<file path="src/rtl/mul_pkg.sv">
// Shared definitions for the MUL-stage accumulator: FSM state encoding and counter width.
package mul_pkg;
  localparam int CNTW = 8;

  typedef enum logic {
    ST_ACCUM = 1'b0,
    ST_DONE  = 1'b1
  } state_e;
endpackage

</file>
<file path="src/rtl/mul_acc_add.sv">
// Combinational accumulator adder; product is zero-extended before the add.
// Build option MUL_ACC_SAT_EN: clamp to all-ones on carry-out instead of wrapping.
module mul_acc_add
  import mul_pkg::*;
#(
  parameter int DATAWIDTH = 16,
  parameter int ACCWIDTH  = 16
) (
  input  logic [ACCWIDTH-1:0]  i_a,
  input  logic [DATAWIDTH-1:0] i_b,
  output logic [ACCWIDTH-1:0]  o_sum
);

`ifdef MUL_ACC_SAT_EN
  logic [ACCWIDTH:0] w_full;
  assign w_full = {1'b0, i_a} + (ACCWIDTH+1)'(i_b);
  // Once clamped, later adds of non-negative terms keep the result at max.
  assign o_sum  = w_full[ACCWIDTH] ? '1 : w_full[ACCWIDTH-1:0];
`else
  assign o_sum  = i_a + ACCWIDTH'(i_b);
`endif

endmodule

</file>
<file path="src/rtl/mul_acc.sv">
// Sums NUM_TERMS products per result behind a registered valid/ready output.
// Wrap vs. saturate is chosen inside mul_acc_add via MUL_ACC_SAT_EN.
module mul_acc
  import mul_pkg::*;
#(
  parameter int DATAWIDTH = 16,
  parameter int ACCWIDTH  = 16,
  parameter int NUM_TERMS = 4
) (
  input  logic                 Clk,
  input  logic                 Rst_n,
  input  logic                 clr,
  input  logic [DATAWIDTH-1:0] prod,
  input  logic                 prod_vld,
  output logic                 prod_rdy,
  output logic [ACCWIDTH-1:0]  acc,
  output logic                 acc_vld,
  input  logic                 acc_rdy
);

  localparam logic [CNTW-1:0] LAST = CNTW'(NUM_TERMS - 1);

  state_e              r_state;
  logic [CNTW-1:0]     r_cnt;
  logic [ACCWIDTH-1:0] r_sum;
  logic [ACCWIDTH-1:0] r_acc;
  logic [ACCWIDTH-1:0] w_add;

  mul_acc_add #(
    .DATAWIDTH (DATAWIDTH),
    .ACCWIDTH  (ACCWIDTH)
  ) u_add (
    .i_a   (r_sum),
    .i_b   (prod),
    .o_sum (w_add)
  );

  always_ff @(posedge Clk or negedge Rst_n) begin
    if (!Rst_n) begin
      r_state <= ST_ACCUM;
      r_cnt   <= '0;
      r_sum   <= '0;
      r_acc   <= '0;
    end else if (clr) begin
      // Abort wins over both handshakes; the last result stays on acc.
      r_state <= ST_ACCUM;
      r_cnt   <= '0;
      r_sum   <= '0;
    end else begin
      case (r_state)
        ST_ACCUM: begin
          if (prod_vld) begin
            if (r_cnt == LAST) begin
              r_acc   <= w_add;
              r_sum   <= '0;
              r_cnt   <= '0;
              r_state <= ST_DONE;
            end else begin
              r_sum <= w_add;
              r_cnt <= r_cnt + 1'b1;
            end
          end
        end
        ST_DONE: begin
          if (acc_rdy) r_state <= ST_ACCUM;
        end
        default: r_state <= ST_ACCUM;
      endcase
    end
  end

  assign prod_rdy = (r_state == ST_ACCUM);
  assign acc_vld  = (r_state == ST_DONE);
  assign acc      = r_acc;

endmodule
</file>
<file path="config.mk">
export PLATFORM = sky130hd
export DESIGN_NAME = mul_acc
export DESIGN_NICKNAME = d
export VERILOG_FILES = /design/src/rtl/mul_pkg.sv /design/src/rtl/mul_acc_add.sv /design/src/rtl/mul_acc.sv
export SDC_FILE = /design/constraint.sdc
export NUM_CORES = 1
export LEC_CHECK = 0
export CAP_MARGIN = 40
export CORE_ASPECT_RATIO = 1.25
export CORE_UTILIZATION = 50
export DETAILED_ROUTE_END_ITERATION = 10
export DONT_BUFFER_PORTS = 1
export SLEW_MARGIN = 10
export SYNTH_ARGS = -nofsm -noshare
export SYNTH_HDL_FRONTEND = slang
export SYNTH_SLANG_ARGS = --single-unit
</file>
<file path="constraint.sdc">
create_clock -name Clk -period 3.48 [get_ports Clk]
set_input_delay 0.348 -clock Clk [delete_from_list [all_inputs] [get_ports Clk]]
set_output_delay 0.348 -clock Clk [all_outputs]
set_load 0.02 [all_outputs]
</file>
==> results.tsv <==
stage	metric	value	unit
critical_path	crit_path_end_kind	flop	
timing	layout_min_cycle_time	2.42	ns
critical_path	worst-endpoint-required	3.67	ns
cts	clock-root-buffer	sky130_fd_sc_hd__clkbuf_8	
layout	layout.cells.non_filler	311	
critical_path	worstPathBufferInverterCount	0	
cts	clk_pin_slew_worst_paths	0.08	ns
grt	antenna_violations_before_repair	0	
pwr	design_power_total	2.01	mW
detailed_routing	detail-route-antenna-nets	0	
grt	grt_start_max_net_pins	42	
place	dpl-instance-area	2470	um^2
synth	post_synth.cell_area_avg	9.86	um^2
die	placement_rows	28	
detailed_routing	detailroute.via_count	1778	
place	detailedPlace.worstSlack	1.04	ns
hold_path	hold_path_end	r_cnt[2]	
die	chipWidth	64.6	um
layout	multi_input_area	1350	um^2
timing	report.final.setup_viol	0	
cts	tritoncts	done	
critical_path	cp_max_stage_delay	0.40	ns
cts	cts_post_setup_buffers_inserted	0	
pwr	power.density	772	nW/um^2
timing	max_slew_margin	51.9	%
detailed_routing	via_per_inst	5.72	
synth	yosys_warnings	0	
synth	synth.net_count	286	
grt	grt.total_usage	22.1	%
detailed_routing	drc_errors_left	0	
outcome	status	finished clean	
die	initial_utilization	51.7	%
timing	final_hold_viol_count	0	
critical_path	worst_r2r_startpoint	r_sum[8]	
layout	final_cell_area	2600	um^2
die	die_area	5180	um^2
timing	unrepaired_setup_endpoints_after_global_routing	false	
critical_path	reg2reg_slack	1.06	ns
layout	drive_above_1_share	12.4	%
critical_path	path_cells	ha_1 > a21oi_4 > o21ai_2 > a211o_1 > a211oi_2 > mux2_2 > a221o_1	
critical_path	worst_path_dominant_cell_family	compound AO/OA/AOI/OAI gates	
detailed_routing	routed_wl	4.99	mm
timing	final_critical_path_setup_slack	1.06	ns
synth	synthesis.area	2450	um^2
grt	grt_overflow_total	0	
die	core_region_area	4730	um^2
critical_path	worstSetupStartpointType	flop	
layout	layout.area.seq	1030	um^2
timing	timing.fmax	413	MHz
detailed_routing	drt_iter0_markers	125	
timing	skew	0.0125	ns
synth	number_of_cells_produced_by_synthesis	248	
critical_path	critPathSlowestCell	sky130_fd_sc_hd__ha_1	
layout	layout.cells.most_common_list	41 x sky130_fd_sc_hd__dfrtp_1, 38 x sky130_fd_sc_hd__nand2_1, 30 x sky130_fd_sc_hd__o21ai_0	
cts	cts_htree_levels	2	
job	timing.max_cap.violations	0	
synth	synth_cell_type_count	41	
critical_path	worst-endpoint-arrival	2.61	ns
cts	worst_skew_pair.late_latency	0.30	ns
cts	clk_buf_depth	2	
layout	nets	288	
place	number_of_port_buffers	0	
critical_path	critPathKind	reg2reg	
synth	ys_ff_latch	41	
detailed_routing	routed_length_per_placed_instance	16.0	um
hold_path	worst_hold_path.num_cells	1	
synth	synth-seq-area-share	41.9	%
place	routabilityCongestion	0.824	
layout	antenna_cells_inserted	0	
pwr	leakagePower	1.20	nW
die	io_pins	39	
layout	layout_commonest_cell	sky130_fd_sc_hd__dfrtp_1	
grt	first_global_vias	1777	
grt	wire_length_of_the_first_global_routing_pass	8.57	mm
cts	tritoncts.num_buffers	5	
timing	maxSlewViolCount	0	
detailed_routing	drt_pre_antenna_iters	4	
hold_path	path_class_of_the_lowest_slack_min_delay_path	in2reg	
timing	worst_pin_slew	0.714	ns
layout	layout.filler_cells	440	
timing	timing.final.crit_share	69.6	%
critical_path	path_max_fanout	7	
timing	hold-worst-slack	0.109	ns
hold_path	holdCritStartpoint	clr	
die	die_y	80.2	um
timing	setup_total_negative_slack	0	ns
place	hpwl	3.66	mm
layout	fin_util	55.1	%
layout	area.growth.synth_to_final	6.45	%
pwr	power.ir.vdd_worst	0.383	mV
cts	clkSinkCount	41	
critical_path	crit-reg2reg-capture	r_sum[15]	
critical_path	reg2reg_depth	7	
place	placed_cells	301	
==> kinds of logic after synthesis <==
family | Yosys count | synth area share [%]
and+or+nand+nor | 78 | 15.0
AOI/OAI and AO/OA | 75 | 20.3
DFF | 41 | 41.9
adders and majority gates | 17 | 9.00
xor gates and xnor gates | 14 | 5.58
buffers and inverters | 12 | 3.07
muxes | 11 | 5.06
==> synth_stat cells <==
cell                        n  share of area [%]
sky130_fd_sc_hd__xnor3_1    1               0.92
sky130_fd_sc_hd__or3b_2     1               0.36
sky130_fd_sc_hd__dfrtp_1   41                 42
sky130_fd_sc_hd__a21oi_4    2                1.3
sky130_fd_sc_hd__a211o_1    1               0.36
sky130_fd_sc_hd__fa_1       1               0.82
sky130_fd_sc_hd__and2_1     3               0.77
sky130_fd_sc_hd__a21o_1     2               0.61
sky130_fd_sc_hd__nor3b_1    1               0.31
sky130_fd_sc_hd__ha_1      16                8.2
sky130_fd_sc_hd__a21oi_1   13                2.7
sky130_fd_sc_hd__nand3b_2   1               0.46
sky130_fd_sc_hd__a211oi_1   1               0.31
sky130_fd_sc_hd__a32o_1     1               0.41
sky130_fd_sc_hd__a211oi_2   1               0.51
sky130_fd_sc_hd__nand3_1    7                1.4
sky130_fd_sc_hd__a221o_1    1               0.41
sky130_fd_sc_hd__nor4_2     2                1.0
sky130_fd_sc_hd__nand2_1   38                5.8
sky130_fd_sc_hd__a41o_1     1               0.41
sky130_fd_sc_hd__o21a_1     1               0.31
sky130_fd_sc_hd__clkbuf_1   5               0.77
sky130_fd_sc_hd__o21ai_2    1               0.36
sky130_fd_sc_hd__xnor2_1    5                1.8
sky130_fd_sc_hd__buf_6      4                1.8
sky130_fd_sc_hd__a22o_1     6                2.1
sky130_fd_sc_hd__o211a_1    2               0.82
sky130_fd_sc_hd__nor2_1    14                2.1
sky130_fd_sc_hd__o31ai_1    5                1.5
sky130_fd_sc_hd__o21ai_0   30                6.1
sky130_fd_sc_hd__a31oi_1    3               0.77
sky130_fd_sc_hd__nor2b_1    2               0.51
sky130_fd_sc_hd__and3_1     5                1.3
sky130_fd_sc_hd__xor2_1     8                2.9
sky130_fd_sc_hd__o211ai_1   2               0.61
sky130_fd_sc_hd__nor3_1     2               0.41
sky130_fd_sc_hd__o22ai_1    1               0.26
sky130_fd_sc_hd__mux2_2    11                5.1
sky130_fd_sc_hd__inv_1      3               0.46
sky130_fd_sc_hd__nand4_1    2               0.51
sky130_fd_sc_hd__a31o_2     1               0.36
==> sequential cells by signal, indices dropped and copies added (netlist names) <==
name	count
acc	16
acc_vld	1
r_cnt	8
r_sum	16
==> area by class of cell <==
class                      instances  share of cell area, %
sequential                        41                   39.4
multi-input combinational        195                   51.7
inverter                           3                  0.432
clock buffer                       7                   3.70
tap                               60                   2.88
clock inverter                     1                  0.192
timing repair buffer               4                   1.73
==> what timing repair did <==
item                                   in CTS  in global routing
hold buffers                                2                  0
gates resized for setup                     0                  0
endpoints found under the hold margin      41                  0
==> how the worst max path moves through the flow <==
stage	start	to	slack [ns]	cells past startpoint
5_1_grt	r_sum[4]	r_sum[15]	0.90	7
3_3_place_gp	r_sum[8]	r_sum[15]	1.11	7
6_report	r_sum[8]	r_sum[15]	1.06	7
4_1_cts	r_sum[8]	r_sum[15]	1.04	7
2_1_floorplan	r_sum[8]	r_sum[15]	1.17	8
3_5_place_dp	r_sum[8]	r_sum[15]	1.04	7
==> where the power goes <==
part / switching, mW / internal [mW] / leakage, nW
Sequential: 0.206 / 0.634 / 0.536
Combinational: 0.458 / 0.370 / 0.612
Clock: 0.163 / 0.179 / 0.0542
==> metal layers <==
layer | vias up | track usage, % | wire length, um
met5 | - | 0 | 0
met4 | 0 | 7.33 | 41
met3 | 4 | 5.26 | 179
met2 | 27 | 37.5 | 2530
met1 | 847 | 27.3 | 2240
li1 | 900 | - | -
(Power assumes the default switching activity.)
